`src/rtl/fetch_pkg.sv`:
```
// fetch_pkg: shared constants, fetch state encoding, queue entry type and instruction field positions
package fetch_pkg;

    localparam logic [31:0] RESET_PC_DEFAULT = 32'h8000_0000;
    localparam logic [31:0] NOP              = 32'h0000_0013;

    localparam logic [1:0] ST_REQ  = 2'd0;
    localparam logic [1:0] ST_WAIT = 2'd1;
    localparam logic [1:0] ST_DROP = 2'd2;
    localparam logic [1:0] ST_HALT = 2'd3;

    localparam int OPCODE_LSB = 0;
    localparam int OPCODE_W   = 7;
    localparam int FUNCT3_LSB = 12;
    localparam int FUNCT3_W   = 3;
    localparam int OPRAND_LSB = 25;
    localparam int OPRAND_W   = 7;

    typedef struct packed {
        logic [31:0] inst;
        logic [31:0] pc;
        logic        err;
    } fetch_entry_t;

    function automatic logic [31:0] next_pc(input logic [31:0] pc);
        return pc + 32'd4;
    endfunction

endpackage

```
`src/rtl/fetch_queue.sv`:
```
// fetch_queue: synchronous FIFO of fetched entries with flush, registered head and occupancy count
module fetch_queue
    import fetch_pkg::*;
#(
    parameter int DEPTH = 2,
    localparam int AW = $clog2(DEPTH),
    localparam int CW = AW + 1
) (
    input  logic         clk,
    input  logic         rst_n,
    input  logic         flush_i,
    input  logic         push_i,
    input  fetch_entry_t push_data_i,
    input  logic         pop_i,
    output logic [CW-1:0] count_o,
    output logic         valid_o,
    output fetch_entry_t head_o
);

    fetch_entry_t  mem_q [DEPTH];
    logic [AW-1:0] rd_q, wr_q;
    logic [CW-1:0] count_q;
    logic          do_push, do_pop;

    assign do_pop  = pop_i && count_q != '0;
    assign do_push = push_i && (count_q != CW'(DEPTH) || do_pop);
    assign count_o = count_q;
    assign valid_o = count_q != '0;
    assign head_o  = mem_q[rd_q];

    // storage and pointers; flush empties the queue and overrides push/pop
    always_ff @(posedge clk or negedge rst_n) begin
        if (!rst_n) begin
            rd_q    <= '0;
            wr_q    <= '0;
            count_q <= '0;
            for (int i = 0; i < DEPTH; i++) mem_q[i] <= '0;
        end else if (flush_i) begin
            rd_q    <= '0;
            wr_q    <= '0;
            count_q <= '0;
        end else begin
            if (do_push) begin
                mem_q[wr_q] <= push_data_i;
                wr_q        <= wr_q + 1'b1;
            end
            if (do_pop) rd_q <= rd_q + 1'b1;
            count_q <= count_q + CW'(do_push) - CW'(do_pop);
        end
    end

endmodule

```
`src/rtl/fetch_unit.sv`:
```
// fetch_unit: PC owner and instruction fetcher feeding decode; FETCH_ALIGN_CHECK_EN turns misaligned redirects into a faulting NOP and HALT
module fetch_unit
    import fetch_pkg::*;
#(
    parameter logic [31:0] RESET_PC    = RESET_PC_DEFAULT,
    parameter int          QUEUE_DEPTH = 2
) (
    input  logic        clk,
    input  logic        rst_n,
    input  logic        redirect_valid,
    input  logic [31:0] redirect_pc,
    output logic        imem_req_valid,
    input  logic        imem_req_ready,
    output logic [31:0] imem_req_addr,
    input  logic        imem_rsp_valid,
    input  logic [31:0] imem_rsp_data,
    input  logic        imem_rsp_err,
    output logic        inst_valid,
    input  logic        inst_ready,
    output logic [31:0] inst,
    output logic [31:0] inst_pc,
    output logic        inst_err,
    output logic [6:0]  opcode,
    output logic [2:0]  funct3,
    output logic [6:0]  oprand
);

    localparam int CW = $clog2(QUEUE_DEPTH) + 1;

    logic [1:0]    state_q, state_d;
    logic [31:0]   pc_q, pc_d, req_pc_q, req_pc_d;
    logic          live_q;
    logic [CW-1:0] count;
    logic          space, req_fire, in_flight, push, pop, misaligned;
    logic [31:0]   target;
    fetch_entry_t  push_data, head;

`ifdef FETCH_ALIGN_CHECK_EN
    assign target     = redirect_pc;
    assign misaligned = pc_q[1:0] != 2'b00;
`else
    assign target     = redirect_pc & ~32'h3;
    assign misaligned = 1'b0;
`endif

    // only one request is ever outstanding, so nothing is reserved while in REQ
    assign space          = count < CW'(QUEUE_DEPTH);
    assign imem_req_valid = live_q && state_q == ST_REQ && !misaligned && space;
    assign imem_req_addr  = pc_q;
    assign req_fire       = imem_req_valid && imem_req_ready;
    assign in_flight      = req_fire || ((state_q == ST_WAIT || state_q == ST_DROP) && !imem_rsp_valid);
    assign pop            = inst_valid && inst_ready && !redirect_valid;

    // next-state, PC and queue push selection; redirect overrides everything
    always_comb begin
        state_d   = state_q;
        pc_d      = pc_q;
        req_pc_d  = req_pc_q;
        push      = 1'b0;
        push_data = '{inst: imem_rsp_data, pc: req_pc_q, err: imem_rsp_err};
        if (redirect_valid) begin
            pc_d    = target;
            state_d = in_flight ? ST_DROP : ST_REQ;
        end else begin
            case (state_q)
                ST_REQ: begin
                    if (req_fire) begin
                        pc_d     = next_pc(pc_q);
                        req_pc_d = pc_q;
                        state_d  = ST_WAIT;
                    end
`ifdef FETCH_ALIGN_CHECK_EN
                    else if (misaligned && space) begin
                        push      = 1'b1;
                        push_data = '{inst: NOP, pc: pc_q, err: 1'b1};
                        state_d   = ST_HALT;
                    end
`endif
                end
                ST_WAIT: begin
                    if (imem_rsp_valid) begin
                        push    = 1'b1;
                        state_d = ST_REQ;
                    end
                end
                ST_DROP: state_d = imem_rsp_valid ? ST_REQ : ST_DROP;
                default: state_d = state_q;
            endcase
        end
    end

    // fetch state, PC, address of the outstanding request and post-reset enable
    always_ff @(posedge clk or negedge rst_n) begin
        if (!rst_n) begin
            state_q  <= ST_REQ;
            pc_q     <= RESET_PC;
            req_pc_q <= '0;
            live_q   <= 1'b0;
        end else begin
            state_q  <= state_d;
            pc_q     <= pc_d;
            req_pc_q <= req_pc_d;
            live_q   <= 1'b1;
        end
    end

    fetch_queue #(.DEPTH(QUEUE_DEPTH)) u_queue (
        .clk        (clk),
        .rst_n      (rst_n),
        .flush_i    (redirect_valid),
        .push_i     (push),
        .push_data_i(push_data),
        .pop_i      (pop),
        .count_o    (count),
        .valid_o    (inst_valid),
        .head_o     (head)
    );

    assign inst     = head.inst;
    assign inst_pc  = head.pc;
    assign inst_err = head.err;
    assign opcode   = head.inst[OPCODE_LSB +: OPCODE_W];
    assign funct3   = head.inst[FUNCT3_LSB +: FUNCT3_W];
    assign oprand   = head.inst[OPRAND_LSB +: OPRAND_W];

endmodule

```
`config.mk`:
```
export PLATFORM = sky130hd
export DESIGN_NAME = fetch_unit
export DESIGN_NICKNAME = d
export VERILOG_FILES = /design/src/rtl/fetch_pkg.sv /design/src/rtl/fetch_queue.sv /design/src/rtl/fetch_unit.sv
export SDC_FILE = /design/constraint.sdc
export NUM_CORES = 1
export LEC_CHECK = 0
export ABC_AREA = 1
export CAP_MARGIN = 10
export CORE_ASPECT_RATIO = 1.5
export CORE_UTILIZATION = 45
export DETAILED_ROUTE_END_ITERATION = 8
export GPL_TIMING_DRIVEN = 0
export MAX_ROUTING_LAYER = met4
export PLACE_DENSITY = 0.71
export SYNTH_ARGS = -nofsm -noshare
export SYNTH_HDL_FRONTEND = slang
export SYNTH_SLANG_ARGS = --single-unit
```
`constraint.sdc`:
```
create_clock -name clk -period 2.5 [get_ports clk]
set_clock_uncertainty 0.1 [all_clocks]
set_input_delay 0.5 -clock clk [delete_from_list [all_inputs] [get_ports clk]]
set_output_delay 0.5 -clock clk [all_outputs]
set_load 0.05 [all_outputs]
```
Word-level counts from Yosys, hierarchy flattened
Index checks and enable logic that the tools add are counted.

Bits of input ports: 71. Output and inout port bits: 116. Register bits after elaboration: 201. Logic and storage cells: 78. Bits in latches: 0. RAM bits: 0. Memories: 0. ROM bits: 0.

Multiplexer cells: 23. Equal/unequal tests: 5. Shift operators: 0. $mul: 0. Reduce and logical (&&, ||, !) cells: 25. Bitwise logic cells: 3. Order comparisons: 4. Add/subtract/negate cells: 5. Div/mod/pow operators: 0.

Operator list (count): $mux 65 (4); $bwmux 130 (1); $mux 32 (3); $demux 65 s1 (1); $add 32x3->32 const B (1); $mux 2 (6); $reduce_bool 2->1 (5); $logic_and 1x1->1 (9); $mux 1 (7); $ne 3x3->1 const B (2); $pmux 2 s3 (1); $reduce_and 3->1 (2); $ge 2x2->1 const B (2); $not 1->2 (2); $reduce_and 2->1 (2); $reduce_bool 4->1 (1); $logic_or 1x1->1 (3); $add 1x1->1 const B (2); $add 2x1->2 (1); $eq 2x1->1 const B (1); $eq 2x2->1 const B (1); $logic_not 1->1 (2); $logic_not 2->1 (1); $lt 2x1->1 const B (1); other kinds (4) (4).

Depth between registers and ports, before layout
Depth after elaboration: 9. Gate-level depth with buffers: 11. Mapped depth without buffers: 11.

Cells and area by module
Synthesis repeated with hierarchy kept, for this count alone.

Cell total of the unflattened synthesis: 1341. Area total of the unflattened synthesis: 10093.4 µm².

By module, submodules not included: fetch_queue (area an instance 6397.4 µm², seq. area each 3353.2 µm², cells an instance 822, times used 1); fetch_unit (area an instance 3696.0 µm², seq. area each 1577.8 µm², cells an instance 519, times used 1).

Least setup slack after synthesis
OpenSTA, ideal clock, no wires.

Path kind: flip-flop to output port. Start point: register u_queue.rd_q. End point: output port inst[12]. Arrival time: 1.849 ns. Cell stages (with the launch flop): 8. Path buffers: 4. Setup slack: 0.051 ns. Required time: 1.900 ns. Path through: dfrtp_1 clkbuf_1 inv_1 clkbuf_1 clkbuf_1 nand2_1 nand2_1 buf_4.

Cells in the longest elaborated chain, start to end: 4.

RTL lines: start, declared (RTL line fetch_queue.sv:21) `logic [AW-1:0] rd_q, wr_q;`; start signal, assigned (RTL line fetch_queue.sv:47) `if (do_pop) rd_q <= rd_q + 1'b1;`; $not 1->2 (not written as such) (RTL line fetch_queue.sv:29) `assign head_o = mem_q[rd_q];`; $mux 65 (not written as such) (3 in series) (RTL line fetch_queue.sv:29); end, declared (RTL line fetch_unit.sv:20) `output logic [31:0] inst,`.

Every way passes these cells. The select of a mux whose other input is x is not followed.

Worst setup path after layout
Start point: register u_queue.rd_q. End point: output port inst_pc[20].

Cells in the longest elaborated chain, start to end: 4.

RTL lines: $not 1->2 (not written as such) (RTL line fetch_queue.sv:29); $mux 65 (not written as such) (3 in series) (RTL line fetch_queue.sv:29); end, declared (RTL line fetch_unit.sv:21) `output logic [31:0] inst_pc,`.

Every way passes these cells. The select of a mux whose other input is x is not followed.

==> flow_metrics.env <==
export IMPL_first_global_vias=8115
export IMPL_holdWs_ps=-16.5
export IMPL_syn_to_final_growth_pct=27.9
export IMPL_die_w_um=118
export IMPL_final_nets=1448
export IMPL_drc=0
export IMPL_syn_area_um2=9160
export IMPL_clk_pin_slew_ps=70
export IMPL_worstPathArrival_ps=1840
export IMPL_worstSetupEndpointType="output port"
export IMPL_synthFlopType="dfrtp_1"
export IMPL_root_buffer="clkbuf_16"
export IMPL_routed_top_layer="met4"
export IMPL_drtAntennaViolNets=0
export IMPL_synth_cell_type_count=35
export IMPL_grt_max_degree=105
export IMPL_cts_buffers=17
export IMPL_antenna_found_initial=0
export IMPL_gp_congestion=0.963
export IMPL_ys_ff_latch=193
export IMPL_path_max_fanout=10
export IMPL_max_freq_mhz=409
export IMPL_via_count=8233
export IMPL_cp_cell_sequence="inv_1, clkbuf_2, nand2_1, nand2_1, clkdlybuf4s15_2"
export IMPL_multiInputGateArea_um2=3480
export IMPL_slowest_stage="dfrtp_2"
export IMPL_rows=63
export IMPL_irDropWorstVdd_uv=505
export IMPL_regArea_um2=4830
export IMPL_crit_buf_inv=3
export IMPL_cts_sinks=193
export IMPL_crit_path_max_incr_delay_ps=480
export IMPL_finalCriticalPeriod_ps=2440
export IMPL_htreeDepth=4
export IMPL_hold_path_class="in2async"
export IMPL_drv_cap=0
export IMPL_ys_seq_area_frac=0.528
export IMPL_wl_per_cell_um=15.7
export IMPL_synthArstFlopShare=1.00
export IMPL_p_per_area_nw_per_um2=1220
export IMPL_fillCellCount=1888
export IMPL_chipHeight_um=177
export IMPL_tritoncts="done"
export IMPL_synth_edf_count=0
export IMPL_setup_violations=0
export IMPL_clk_path_buf_depth=2
export IMPL_initial_core_util=0.461
export IMPL_status="finished with violations"
export IMPL_grt_pass1_wl_um=41900
export IMPL_wl_met3_um=1080
export IMPL_port_buffers=179
export IMPL_final_layout_size_suffix_gt1_frac=0.131
export IMPL_path_delay_family="buffers and inverters"
export IMPL_violations="negative hold slack"
export IMPL_routed_wl_um=25800
export IMPL_first_pass_iters=5
export IMPL_final_cell_mix="nand2_1, dfrtp_1, o21ai_0, inv_1, clkdlybuf4s50_1"
export IMPL_crit_top_cell="nand2_1"
export IMPL_ios=187
export IMPL_synth_area_per_cell_um2=7.84
export IMPL_die_area_um2=20900
export IMPL_hpwlAfterDp_um=18800
export IMPL_final_common_cell="nand2_1"
export IMPL_p_leak_nw=5.88
export IMPL_rsz0062_at_grt="true"
export IMPL_met1_length_um=10300
export IMPL_start_kind="flop"
export IMPL_fin_crit_sh=0.977
export IMPL_core_area_um2=19900
export IMPL_slew_viol_final=0
export IMPL_hold_viol=15
export IMPL_ys_warn_count=0
export IMPL_grt_overflow_total=0
export IMPL_ctsHoldBuffers=0
export IMPL_dr_wl_met2_um=13500
export IMPL_slew_headroom=0.530
export IMPL_clk_latency_ps=430
export IMPL_grt_util_all_layers=0.266
export IMPL_worstPathRequired_ps=1900
export IMPL_netlist_instances=1168
export IMPL_drt_initial_drc_count=603
export IMPL_path_class="reg2out"
export IMPL_worstMarginPinSlew_ps=704
export IMPL_fin_ws_ps=56.8
export IMPL_place_ws_ps=-932
export IMPL_viasPerCell=5.01
export IMPL_n_antenna_cell=0
==> cells by family after synthesis <==
group                    Yosys count  share of synthesized area
AO/OA/AOI/OAI                    190                      0.111
XOR/XNOR                           9                    0.00861
adder cells (fa/ha/maj)            6                    0.00820
buffers and inverters            190                     0.0941
flip-flops                       193                      0.528
other                              2                   0.000820
AND/OR/NAND/NOR                  578                      0.250
==> path summary, 6_finish.rpt <==
check                              startpoint                  to  slack [ps]  depth (start not counted)
hold / removal                          rst_n    imem_req_addr[5]         -20                          1
setup reg to reg                   state_q[0]    imem_req_addr[7]         160                         10
min in group clk               redirect_valid          state_q[0]         350                          4
setup / recovery                 u_queue.rd_q         inst_pc[20]          60                          5
max in group asynchronous               rst_n   u_queue.mem_q[92]        1350                          2
hold reg to reg            u_queue.mem_q[129]  u_queue.mem_q[129]         380                          2
==> power by group <==
| group | leakage (nW) | switching (mW) | internal (mW) |
|---|---|---|---|
| clock | 0.267 | 1.24 | 1.48 |
| combinational | 3.14 | 4.70 | 1.98 |
| sequential | 2.48 | 0.641 | 4.20 |
==> state kept, by name, indices dropped and copies added, names as in the netlist <==
register,flops
imem_req_addr,30
live_q,1
req_pc_q,30
state_q,2
u_queue.count_o,2
u_queue.mem_q,126
u_queue.rd_q,1
u_queue.wr_q,1
==> routing by layer <==
layer,global-route usage,up-vias
met2,0.465,263
li1,-,4033
met1,0.305,3876
met5,-,-
met4,0.118,0
met3,0.0354,61
==> cell usage after synthesis (9+ instances only) <==
| cell type | number | area (um2) |
|---|---|---|
| clkbuf_1 | 33 | 124 |
| o21ai_1 | 26 | 130 |
| dfrtp_1 | 192 | 4800 |
| nand4_1 | 12 | 75.1 |
| buf_4 | 21 | 158 |
| nor2_1 | 63 | 236 |
| nand2_1 | 452 | 1700 |
| o21ai_0 | 135 | 676 |
| inv_1 | 110 | 413 |
| buf_2 | 13 | 65.1 |
| nand3_1 | 31 | 155 |
| nor3_1 | 9 | 45.0 |
==> layout make-up <==
class | instances | share of cell area
multi-input combinational | 788 | 0.297
sequential | 193 | 0.412
tap | 260 | 0.0278
clock inverter | 13 | 0.0130
timing repair buffer | 182 | 0.136
buffer | 77 | 0.0419
clock buffer | 17 | 0.0363
inverter | 112 | 0.0359
==> per-stage QoR <==
| step | utilization | TNS, ps | total power [mW] | area, um2 | std cells |
|---|---|---|---|---|---|
| 4_1_cts | 0.589 | 0 | 14.3 | 11700 | 1641 |
| 2_1_floorplan | - | 0 | 9.53 | 9170 | 1171 |
| 5_1_grt | 0.590 | -9.25 | 15.0 | 11700 | 1642 |
| 3_3_place_gp | 0.568 | -1425510 | 11.8 | 11300 | 1610 |
| 3_5_place_dp | 0.570 | -56090 | 11.9 | 11300 | 1611 |
| 6_report | 0.590 | 0 | 14.2 | 11700 | 1642 |
==> timing repair <==
| action | CTS | global route |
|---|---|---|
| resized for setup | 422 | 33 |
| cloned | 0 | 0 |
| buffers inserted | 1 | 1 |
| endpoints found under the setup margin | 82 | 45 |
(Power assumes the default switching activity.)
